--- src/rtl/gemm_tile_sched.sv ---
// Tile scheduler for the gemm datapath: walks N-tiles, K-tiles and M-rows,
// emits one operand row per available source row and tags it with accumulation flags.
module gemm_tile_sched #(
    parameter int SZI             = 64,
    parameter int MAX_TILE_SIZE_M = 512,
    parameter int CNT_W           = 16,
    parameter int PIPE_LAT        = 8
) (
    input  logic             clk,
    input  logic             resetn,
    input  logic             start,
    input  logic [CNT_W-1:0] tile_size_m,
    input  logic [CNT_W-1:0] num_tiles_k,
    input  logic [CNT_W-1:0] num_tiles_n,
    input  logic             src_valid,
    output logic             src_rdreq,
    output logic             info_valid,
    output logic             first_tile_k,
    output logic             last_tile_k,
    output logic             new_tile_k,
    output logic [CNT_W-1:0] row_idx,
    output logic [CNT_W-1:0] tile_k_idx,
    output logic [CNT_W-1:0] tile_n_idx,
    output logic             busy,
    output logic             done,
    output logic             cfg_err
);
    localparam logic [1:0] S_IDLE  = 2'd0;
    localparam logic [1:0] S_RUN   = 2'd1;
    localparam logic [1:0] S_DRAIN = 2'd2;
    localparam logic [1:0] S_DONE  = 2'd3;

    // Loaded one short so DONE lands exactly 2*SZI+PIPE_LAT cycles after the last emit.
    localparam logic [CNT_W-1:0] DRAIN_LOAD = CNT_W'(2*SZI + PIPE_LAT - 1);
    localparam logic [CNT_W-1:0] MAX_M      = CNT_W'(MAX_TILE_SIZE_M);
    localparam logic [CNT_W-1:0] ONE        = CNT_W'(1);

    logic [1:0]       state_q, state_d;
    logic [CNT_W-1:0] m_q, m_d, k_q, k_d, n_q, n_d;
    logic [CNT_W-1:0] tsm_q, tsm_d, ntk_q, ntk_d, ntn_q, ntn_d;
    logic [CNT_W-1:0] drain_q, drain_d;
    logic             cfg_err_q, cfg_err_d;

    logic emit, m_last, k_last, n_last, bad_cfg;

    assign emit    = (state_q == S_RUN) && src_valid;
    assign m_last  = (m_q == tsm_q - ONE);
    assign k_last  = (k_q == ntk_q - ONE);
    assign n_last  = (n_q == ntn_q - ONE);
    assign bad_cfg = (tile_size_m == '0) || (tile_size_m > MAX_M) ||
                     (num_tiles_k == '0) || (num_tiles_n == '0);

    always_comb begin
        state_d   = state_q;
        m_d       = m_q;
        k_d       = k_q;
        n_d       = n_q;
        tsm_d     = tsm_q;
        ntk_d     = ntk_q;
        ntn_d     = ntn_q;
        drain_d   = drain_q;
        cfg_err_d = 1'b0;
        case (state_q)
            S_IDLE: begin
                if (start) begin
                    tsm_d = tile_size_m;
                    ntk_d = num_tiles_k;
                    ntn_d = num_tiles_n;
                    if (bad_cfg) begin
                        cfg_err_d = 1'b1;
                    end else begin
                        m_d     = '0;
                        k_d     = '0;
                        n_d     = '0;
                        state_d = S_RUN;
                    end
                end
            end
            S_RUN: begin
                if (emit) begin
                    if (!m_last) begin
                        m_d = m_q + ONE;
                    end else begin
                        m_d = '0;
                        if (!k_last) begin
                            k_d = k_q + ONE;
                        end else begin
                            k_d = '0;
                            if (!n_last) begin
                                n_d = n_q + ONE;
                            end else begin
                                n_d     = '0;
                                drain_d = DRAIN_LOAD;
                                state_d = S_DRAIN;
                            end
                        end
                    end
                end
            end
            S_DRAIN: begin
                if (drain_q <= ONE) state_d = S_DONE;
                else                drain_d = drain_q - ONE;
            end
            default: state_d = S_IDLE;
        endcase
    end

    always_ff @(posedge clk or negedge resetn) begin
        if (!resetn) begin
            state_q   <= S_IDLE;
            m_q       <= '0;
            k_q       <= '0;
            n_q       <= '0;
            tsm_q     <= '0;
            ntk_q     <= '0;
            ntn_q     <= '0;
            drain_q   <= '0;
            cfg_err_q <= 1'b0;
        end else begin
            state_q   <= state_d;
            m_q       <= m_d;
            k_q       <= k_d;
            n_q       <= n_d;
            tsm_q     <= tsm_d;
            ntk_q     <= ntk_d;
            ntn_q     <= ntn_d;
            drain_q   <= drain_d;
            cfg_err_q <= cfg_err_d;
        end
    end

    // Flags are gated by emit so a stalled cycle never looks like a valid row.
    assign src_rdreq    = emit;
    assign info_valid   = emit;
    assign first_tile_k = emit && (k_q == '0);
    assign last_tile_k  = emit && k_last;
    assign new_tile_k   = emit && (m_q == '0);
    assign row_idx      = m_q;
    assign tile_k_idx   = k_q;
    assign tile_n_idx   = n_q;
    assign busy         = (state_q == S_RUN) || (state_q == S_DRAIN);
    assign done         = (state_q == S_DONE);
    assign cfg_err      = cfg_err_q;
endmodule

--- config.mk ---
export PLATFORM = sky130hd
export DESIGN_NAME = gemm_tile_sched
export DESIGN_NICKNAME = d
export VERILOG_FILES = /design/src/rtl/gemm_tile_sched.sv
export SDC_FILE = /design/constraint.sdc
export NUM_CORES = 1
export LEC_CHECK = 0
export ABC_AREA = 1
export BUFFER_PORTS_ARGS = -buffer_cell sky130_fd_sc_hd__buf_2
export CORE_ASPECT_RATIO = 2
export CORE_UTILIZATION = 33
export CTS_CLUSTER_SIZE = 14
export DETAILED_ROUTE_END_ITERATION = 12
export HOLD_SLACK_MARGIN = 0.06
export PLACE_DENSITY = 0.6
export SLEW_MARGIN = 0
export SYNTH_ARGS = -nofsm -noshare
export SYNTH_HDL_FRONTEND = slang
export SYNTH_SLANG_ARGS = --single-unit
--- constraint.sdc ---
create_clock -name clk -period 4.8 [get_ports clk]
set_input_delay 0.48 -clock clk [delete_from_list [all_inputs] [get_ports clk]]
set_output_delay 0.48 -clock clk [all_outputs]
set_load 0.02 [all_outputs]
==> flow_summary.ini, run 1 <==
[clocking]
htree_num_levels = 4
cts_setup_buffers = 0
cts_made_buffers = 17
cts_hold_buf = 0
clock_insertion_delay_worst_skew_ns = 0.43
cts.clk_slew.worst_paths_ns = 0.05
clock_sinks = 115
post_cts_resized = 0
clock_path_buffers = 2
cts_root_buffer = clkbuf_16
cts_tree = done

[drt]
drtIter0Drc = 380
drt-pass1-iter-count = 5
drc = 0
vias = 8504
ant_nets = 0
totalWireLength_um = 28400
vias_per_cell = 4.96
routedWlPerCell_um = 16.6

[critical_path]
reg2reg_to = drain_q[15]$_DFFE_PN0P_
worst_setup_path_start_kind = flop
worst-path-stages = 11
crit_path_end = last_tile_k
crit_chain = inv_1, ha_1, nand3_2, nor2_2, nand2_1, nor2_1, nand2_1, a221oi_1, nand3_1, nor2_1, buf_2
critPathTopFamily = simple AND/OR/NAND/NOR gates
crit_start = ntk_q[0]$_DFFE_PN0P_
cp.required_ns = 4.32
crit_buf_inv = 2
critical_path_class = reg2out
endpoint_kind = output pin
rr_worst_depth = 15
max_stage_delay_ns = 0.39
cp_max_fo = 5
r2r_start = ntk_q[0]$_DFFE_PN0P_
worstPathArrival_ns = 2.77
crit_path_top_delay_cell = dfrtp_1
reg2reg_setup_slack_ns = 1.69

[grt]
grt_pass1_wl_um = 45300
grt_overflow = 0
grt_antenna_before_repair = 0
grt_use_total_pct = 22.6
grt_pass1_vias = 8636
grt_max_degree = 56

[power_and_ir_drop]
p_total_uw = 5910
irDropWorstVdd_mv = 0.312
intPower_uw = 3100
p_sw_uw = 2810
swShare_pct = 47.6
p_comb_share_pct = 47.1
p_per_area_nw_per_um2 = 590
leakage_uw = 0.00503
p_clk_share_pct = 23.1
seq_power_share_pct = 29.7

[floorplanning]
die-area_um2 = 26600
die_x_um = 116
core_area_um2 = 25500
fp.dieH_um = 230
rows = 83
start_util_pct = 33.5
io_pins = 108

[run]
drv_cap = 0

[sta]
slew_violations = 0
hold_violations = 0
period_share_pct = 67.7
relSlewSlack_pct = 36.0
grt_setup_unrepaired = false
fmax_mhz = 308
fin_skew_ns = 0.00966
timing.setup.tns_ns = 0
worstMarginPinSlew_ns = 0.957
period_minus_slack_ns = 3.25
setup_viol = 0

[synthesis]
synth.cell_area_um2 = 8560
synthFlopType = dfrtp_1
postSynthAreaPerCell_um2 = 6.79
synthCells = 1260
synth_edf_count = 0
ys_warn_count = 0
async_flop_share_pct = 100
yosys.area.top_type = dfrtp_1
netlist-cell-type-count = 42
synth-seq-area-share_pct = 33.6
synth_top_area_share_pct = 33.6
synth_nets = 1327
yosys-top-cells-area = dfrtp_1 34%, nand2_1 16%, nor2_1 6.6%
synth-seq-cells = 115

[outcome]
status = finished clean

[worst_hold_path]
hold_class = in2async

[placed_design]
routabilityCongestion = 0.964
place_area_um2 = 9390
place_hpwl_um = 22300
port_buffers = 107

[final_layout]
drive_gt1_share_pct = 14.3
nets = 1427
fill_cells = 2767
area_growth_pct = 17.0
diodes = 0
final_cell_area_um2 = 10000
[per-stage QoR]
step                utilization [%]  setup WS (ns)  std cells  hold WS, ns
floorplan                         -           2.39       1260        0.184
global placement               36.7           1.75       1681        0.481
detailed placement             36.7           1.70       1681        0.488
CTS                            39.2           1.51       1713        0.117
global route                   39.2           1.33       1713        0.142
finish                         39.2           1.55       1713       0.0981
[flip-flops by register name, indices dropped and copies added, names as in the netlist]
name        count
ntn_q          16
tile_k_idx     16
drain_q        16
tsm_q          16
row_idx        16
ntk_q          16
tile_n_idx     16
state_q         2
cfg_err         1
[metal layers]
layer	share of wire, %	global-route usage [%]	vias up
met5	0	0	-
met4	5.3	13.3	0
met3	3.3	3.95	102
met2	56	42.9	222
met1	35	22.1	3968
li1	-	-	4212
[worst min-delay path by stage]
stage | start | to | slack (ns) | depth (start not counted)
CTS | resetn | tile_k_idx[2]$_DFFE_PN0P_ | 0.12 | 1
detailed placement | drain_q[13]$_DFFE_PN0P_ | drain_q[13]$_DFFE_PN0P_ | 0.49 | 2
global route | resetn | ntk_q[9]$_DFFE_PN0P_ | 0.14 | 1
global placement | drain_q[13]$_DFFE_PN0P_ | drain_q[13]$_DFFE_PN0P_ | 0.48 | 2
floorplan | resetn | cfg_err$_DFF_PN0_ | 0.18 | 0
finish | resetn | ntk_q[9]$_DFFE_PN0P_ | 0.1 | 1
[power by group through the flow]
stage                     combinational, µW  clock [µW]  sequential [µW]
final                                  2790        1370             1760
after global routing                   3180        1430             1800
after CTS                              2800        1400             1750
after detailed placement               2790           0             1760
after global placement                 2760           0             1760
after floorplan                        2130           0             1680
[cell families after synthesis]
group,count (synthesis),share of synthesized area [%]
simple gates,771,40.7
buf+inv,185,8.80
flops,115,33.6
compound gates,86,5.40
xor+xnor,83,8.58
fa+ha+maj,15,2.19
mux,5,0.658
[Yosys cell counts (all sizes together), types with 3 or more instances]
library cell	n
or2	7
inv	153
buf	13
dfrtp	115
clkbuf	18
nand3b	17
nor2	164
o21bai	3
xnor2	27
nand4	34
ha	15
and2	3
mux2	5
nor4	13
nor3	48
nor3b	4
xor2	56
nand3	108
a21oi	28
o21ai	51
nand2	373
[cell usage in the layout, fill, tap and decap left out, types with 8 or more instances in the layout]
cell type	n
dfrtp_1	115
nor2_1	149
xnor2_1	27
nand2_2	8
ha_1	15
nand3_1	104
a21oi_1	27
nand2_1	361
clkbuf_16	17
xor2_1	55
nor3_1	46
nand4_1	34
buf_2	106
nor4_1	13
inv_1	146
nand3b_1	17
o21ai_0	43
[layout make-up]
type	count	area [µm²]	share of cell area, %
clock inverter	12	179	1.79
clock buffer	20	447	4.46
multi-input combinational	960	4930	49.2
inverter	154	578	5.77
timing repair buffer	112	576	5.75
sequential	115	2880	28.7
tap	340	425	4.25
Power figures use the tool's default switching activity.
==> run 2: changes to the inputs <==
--- a/config.mk
+++ b/config.mk
@@ -5,14 +5,14 @@
 export SDC_FILE = /design/constraint.sdc
 export NUM_CORES = 1
 export LEC_CHECK = 0
-export ABC_AREA = 1
+export ABC_AREA = 0
 export BUFFER_PORTS_ARGS = -buffer_cell sky130_fd_sc_hd__buf_2
 export CORE_ASPECT_RATIO = 2
 export CORE_UTILIZATION = 33
 export CTS_CLUSTER_SIZE = 14
 export DETAILED_ROUTE_END_ITERATION = 12
 export HOLD_SLACK_MARGIN = 0.06
-export PLACE_DENSITY = 0.6
+export PLACE_DENSITY = 0.61
 export SLEW_MARGIN = 0
 export SYNTH_ARGS = -nofsm -noshare
 export SYNTH_HDL_FRONTEND = slang
==> constraint.sdc (replaced) <==
create_clock -name clk -period 3.15 [get_ports clk]
set_input_delay 0.315 -clock clk [delete_from_list [all_inputs] [get_ports clk]]
set_output_delay 0.315 -clock clk [all_outputs]
set_load 0.02 [all_outputs]
==> flow_summary.ini, run 2 <==
[outcome]
status = finished, violations left
violations = setup timing

[worst_hold_path]
min_from = num_tiles_n[8]
hold_class = in2reg

[clocking]
htree_num_levels = 4
clock_insertion_delay_worst_skew_ns = 0.43
cts_tree = done
clock_path_buffers = 2
cts_root_buffer = clkbuf_16
cts.clk_slew.worst_paths_ns = 0.06
clock_sinks = 115
cts_made_buffers = 17

[critical_path]
crit_path_top_delay_cell = or4_4
max_stage_delay_ns = 0.57
crit_chain = or4_4, buf_4, o31a_1, nor4_2, nor3b_1, or4b_4, a21boi_4, nor2b_4, nand3_4, buf_12, o41ai_2
cp_max_fo = 7
cp.required_ns = 3.48
worstPathArrival_ns = 3.90
r2r_start = tsm_q[4]$_DFFE_PN0P_
worst_setup_path_start_kind = flop
critPathTopFamily = simple AND/OR/NAND/NOR gates
crit_start = tsm_q[4]$_DFFE_PN0P_
crit_buf_inv = 2
endpoint_kind = flop
critical_path_class = reg2reg

[sta]
worstMarginPinSlew_ns = 0.849
grt_setup_unrepaired = true
period_share_pct = 114
finalWorstSetupSlack_ns = -0.428
hold_violations = 0
period_minus_slack_ns = 3.58
slew_violations = 0
setup_viol = 56
relSlewSlack_pct = 42.9
fmax_mhz = 280
fin_skew_ns = 0.0120
holdWs_ns = 0.133

[drt]
vias_per_cell = 5.56
routedWlPerCell_um = 18.7
ant_nets = 0
vias = 7300
totalWireLength_um = 24500
drtIter0Drc = 314
drc = 0
drt-pass1-iter-count = 4

[final_layout]
final_cell_area_um2 = 10600
nets = 1089
layout_common_cells = 121 x buf_4, 115 x dfrtp_1, 105 x buf_2, 56 x nor2_1, 50 x mux2_2
drive_gt1_share_pct = 40.4
final_common_cell = buf_4
area_growth_pct = 42.7
multi_input_area_um2 = 4820
fill_cells = 2115
utilization_pct = 48.0
seqCellArea_um2 = 2880

[placed_design]
place_hpwl_um = 18000
routabilityCongestion = 0.881
port_buffers = 107
place_area_um2 = 9290

[synthesis]
synth-compound-area-share_pct = 14.1
synthCells = 791
synth-seq-area-share_pct = 38.6
yosys-top-cells-area = dfrtp_1 39%, mux2_2 7.6%, xor2_1 4.9%
synthMuxAreaShare_pct = 8.63
synth_nets = 858
postSynthAreaPerCell_um2 = 9.42
yosys.area.top_type = dfrtp_1
synth_edf_count = 0
synth_commonest_cells = 115 x dfrtp_1, 57 x nor2_1, 50 x mux2_2
synth_top_family_by_area = simple AND/OR/NAND/NOR gates
synth_top_area_share_pct = 38.6
synth.most_common_cell = dfrtp_1
synthFlopType = dfrtp_1
yosys.area_share.simple_pct = 23.1
synth-seq-cells = 115
netlist-cell-type-count = 70
synth.cell_area_um2 = 7450
ys_warn_count = 0
async_flop_share_pct = 100
synth_xor_area_share_pct = 8.82
synth-adder-area-share_pct = 2.52

[power_and_ir_drop]
p_per_area_nw_per_um2 = 386
irDropWorstVdd_mv = 0.436
leakage_uw = 0.00512

[grt]
grt_overflow = 0
grt_use_total_pct = 21.5
grt_pass1_vias = 7253
grt_antenna_before_repair = 0
grt_max_degree = 67
grt_pass1_wl_um = 37900

[floorplanning]
fp.dieH_um = 214
die_x_um = 108
io_pins = 108
core_area_um2 = 22200
die-area_um2 = 23200
rows = 77
start_util_pct = 33.6

[run]
drv_cap = 0
[run 2: changes by cell type after synthesis, moves of 15 or more]
cell	previous run	this run
nand3_1	104	39
mux2_2	5	50
nand3b_1	17	2
a21oi_1	27	11
nor4_1	13	31
nand2_1	362	44
nor2_1	150	57
nor3_1	46	21
inv_1	146	35
nand4_1	34	16
o31ai_1	0	17
[run 2: cells by family (layout without fill, tap and decap cells)]
kind of cell / after synthesis / in the layout
flops: 115 / 115
compound gates: 144 / 145
mux: 58 / 58
other cells: 0 / 1
buf+inv: 76 / 318
xor+xnor: 75 / 75
simple gates: 308 / 309
fa+ha+maj: 15 / 15
[run 2: power by group]
| part | internal (µW) | leakage, µW | total [µW] | switching [µW] |
|---|---|---|---|---|
| registers | 1510 | 0.00155 | 1530 | 25.8 |
| clock network | 1480 | 0.000327 | 2190 | 705 |
| logic | 145 | 0.00324 | 381 | 236 |
[run 2: path summary, 6_finish.rpt]
| path | endpoint | slack (ns) | cells past startpoint |
|---|---|---|---|
| max in group asynchronous | tsm_q[3]$_DFFE_PN0P_ | 1.86 | 3 |
| min in group asynchronous | tile_n_idx[1]$_DFFE_PN0P_ | 0.45 | 2 |
| min | ntn_q[8]$_DFFE_PN0P_ | 0.13 | 2 |
| min reg2reg | drain_q[6]$_DFFE_PN0P_ | 0.52 | 1 |
| max | tile_n_idx[12]$_DFFE_PN0P_ | -0.43 | 11 |
| max reg2reg | tile_n_idx[12]$_DFFE_PN0P_ | -0.43 | 11 |
[run 2: area by class of cell]
| cell class | count | share of cell area, % |
|---|---|---|
| multi-input cells | 602 | 45.3 |
| flip-flops and latches | 115 | 27.1 |
| repair buffers | 251 | 16.9 |
| clock buffers | 23 | 4.59 |
| well taps | 276 | 3.25 |
| clock inverters | 9 | 1.64 |
| inverters | 35 | 1.24 |
| diodes | 1 | 0.0235 |
[run 2: per-stage QoR]
step | cells | setup TNS [ns] | setup slack [ns] | power (µW)
final | 1312 | -15.25 | -0.428 | 4100
after global routing | 1311 | -21.16 | -0.521 | 4240
after CTS | 1301 | -14.52 | -0.380 | 4130
after detailed placement | 1260 | -16.26 | -0.486 | 1940
after global placement | 1260 | -14.97 | -0.447 | 1930
after floorplan | 791 | -12.39 | -0.540 | 1730
[run 2: worst register-to-register path: cells and delay by family, from the launching register on]
family | cells | cell delay [ns]
flops | 1 | 0.41
compound gates | 3 | 0.81
simple gates | 6 | 1.92
buf+inv | 2 | 0.33
[run 2: per-layer routing]
layer | share of wire [%] | vias up | track usage, %
met5 | 0 | - | 0
met4 | 4.9 | 0 | 12.3
met3 | 3.7 | 62 | 4.47
met2 | 56 | 194 | 39.6
met1 | 36 | 3637 | 21.6
li1 | - | 3407 | -
[run 2: what timing repair did]
item,in CTS,in global routing
hold buffers,1,0
gates cloned,2,3
hold endpoints to repair,49,0
gates resized for setup,52,65
pin swaps,13,19
setup buffers,6,8
setup endpoints to repair,50,65
==> run 3: changes to the inputs <==
--- a/config.mk
+++ b/config.mk
@@ -9,10 +9,11 @@
 export BUFFER_PORTS_ARGS = -buffer_cell sky130_fd_sc_hd__buf_2
 export CORE_ASPECT_RATIO = 2
 export CORE_UTILIZATION = 33
-export CTS_CLUSTER_SIZE = 14
 export DETAILED_ROUTE_END_ITERATION = 12
 export HOLD_SLACK_MARGIN = 0.06
+export MAX_ROUTING_LAYER = met4
 export PLACE_DENSITY = 0.61
+export SETUP_SLACK_MARGIN = 0.02
 export SLEW_MARGIN = 0
 export SYNTH_ARGS = -nofsm -noshare
 export SYNTH_HDL_FRONTEND = slang
==> flow_summary.ini, run 3 (synthesis gave the netlist of run 2 again) <==
[sta]
hold_violations = 0
relSlewSlack_pct = 50.1
setup_viol = 50
fin_skew_ns = 0.0107
holdWs_ns = 0.145
fmax_mhz = 287
slew_violations = 0
worstMarginPinSlew_ns = 0.741
period_share_pct = 111
finalWorstSetupSlack_ns = -0.332
grt_setup_unrepaired = true
period_minus_slack_ns = 3.48

[grt]
grt_overflow = 0
grt_use_total_pct = 22.1
grt_pass1_wl_um = 38500
grt_antenna_before_repair = 0
grt_pass1_vias = 7440
grt_max_degree = 53

[floorplanning]
io_pins = 108
die-area_um2 = 23200
rows = 77
start_util_pct = 33.6
die_x_um = 108
fp.dieH_um = 214
core_area_um2 = 22200

[placed_design]
place_hpwl_um = 18200
place_area_um2 = 9320
place_inst = 1265
port_buffers = 107
pre_cts_ws_ns = -0.503
routabilityCongestion = 0.887

[final_layout]
utilization_pct = 46.8
nets = 1090
final_common_cell = buf_4
diodes = 0
fin_cells = 1311
fill_cells = 2140
layout_common_cells = 130 x buf_4, 115 x dfrtp_1, 105 x buf_2, 56 x nor2_1, 50 x mux2_2
drive_gt1_share_pct = 39.5
area_growth_pct = 39.3
final_cell_area_um2 = 10400

[power_and_ir_drop]
leakage_uw = 0.00507
p_per_area_nw_per_um2 = 379
irDropWorstVdd_mv = 0.264

[clocking]
clock_insertion_delay_worst_skew_ns = 0.42
htree_num_levels = 4
cts_made_buffers = 17
cts_root_buffer = clkbuf_16
clock_sinks = 115
clock_path_buffers = 2
cts.clk_slew.worst_paths_ns = 0.06
cts_tree = done

[drt]
totalWireLength_um = 24300
vias = 7189
ant_nets = 0
drt-pass1-iter-count = 4
drc = 0
routedWlPerCell_um = 18.5
drtIter0Drc = 342
vias_per_cell = 5.48

[run]
drv_cap = 0

[outcome]
violations = setup timing
status = finished, violations left

[critical_path]
endpoint_kind = flop
worstPathArrival_ns = 3.79
crit_start = tsm_q[9]$_DFFE_PN0P_
critical_path_class = reg2reg
r2r_start = tsm_q[9]$_DFFE_PN0P_
cp_max_fo = 6
cp.required_ns = 3.46
worst_setup_path_start_kind = flop

[worst_hold_path]
hold_class = in2reg
min_from = num_tiles_n[13]
-- run 3: cell types whose count changed in the layout (fill, tap and decap cells not counted), sizes merged --
cell	previous run	this run
diode	1	0
clkinvlp	0	2
bufinv	5	3
clkbuf	24	22
buf	249	251
-- run 3: layout make-up --
cell class                      instances  area [µm²]  share of cell area (%)
Clock inverter                          9         129                    1.24
Sequential cell                       115        2880                    27.7
Inverter                               35         131                    1.27
Timing Repair Buffer                  252        1740                    16.8
Tap cell                              276         345                    3.33
Multi-Input combinational cell        602        4680                    45.1
Clock buffer                           22         474                    4.57
-- run 3: power breakdown --
group / internal, µW / switching, µW
Clock: 1300 / 717
Combinational: 154 / 236
Sequential: 1510 / 23.5
-- run 3: worst max-delay path, stage by stage (launching register included) --
cell and delay (ns):
dfrtp_1 0.38, or4_1 0.52, or3_1 0.32, a2111o_1 0.41, a2111o_1 0.37, or4b_4 0.52, o41ai_4 0.23, buf_6 0.18
buf_6 0.13, o211ai_1 0.09, a32o_1 0.23
-- run 3: final timing paths --
kind,endpoint,slack [ns],cells past startpoint
min in group asynchronous,tile_n_idx[2]$_DFFE_PN0P_,0.37,2
max in group asynchronous,tsm_q[2]$_DFFE_PN0P_,1.94,3
setup reg to reg,drain_q[3]$_DFFE_PN0P_,-0.33,10
hold reg to reg,drain_q[6]$_DFFE_PN0P_,0.51,1
hold / removal,ntn_q[13]$_DFFE_PN0P_,0.14,2
setup / recovery,drain_q[3]$_DFFE_PN0P_,-0.33,10
-- run 3: per-stage QoR --
| stage | power [µW] | setup TNS [ns] |
|---|---|---|
| after floorplan | 1730 | -12.41 |
| after detailed placement | 1940 | -19.48 |
| after CTS | 3960 | -14.36 |
| after global placement | 1940 | -16.45 |
| final | 3940 | -11.52 |
| after global routing | 4070 | -17.89 |
-- run 3: repair_timing --
action / 4_1_cts / 5_1_grt
hold buffers: 1 / 0
endpoints found under the setup margin: 64 / 65
hold endpoints to repair: 28 / 0
gates resized for setup: 74 / 19
setup buffers: 10 / 2
gates cloned: 3 / 1
pin swaps: 29 / 7
-- run 3: layer usage --
metal | vias up | GRT usage, % | wire [µm]
li1 | 3399 | - | -
met2 | 173 | 41.1 | 13600
met4 | 0 | 12.2 | 1240
met1 | 3548 | 21.4 | 8640
met3 | 69 | 2.83 | 793
met5 | - | - | 0
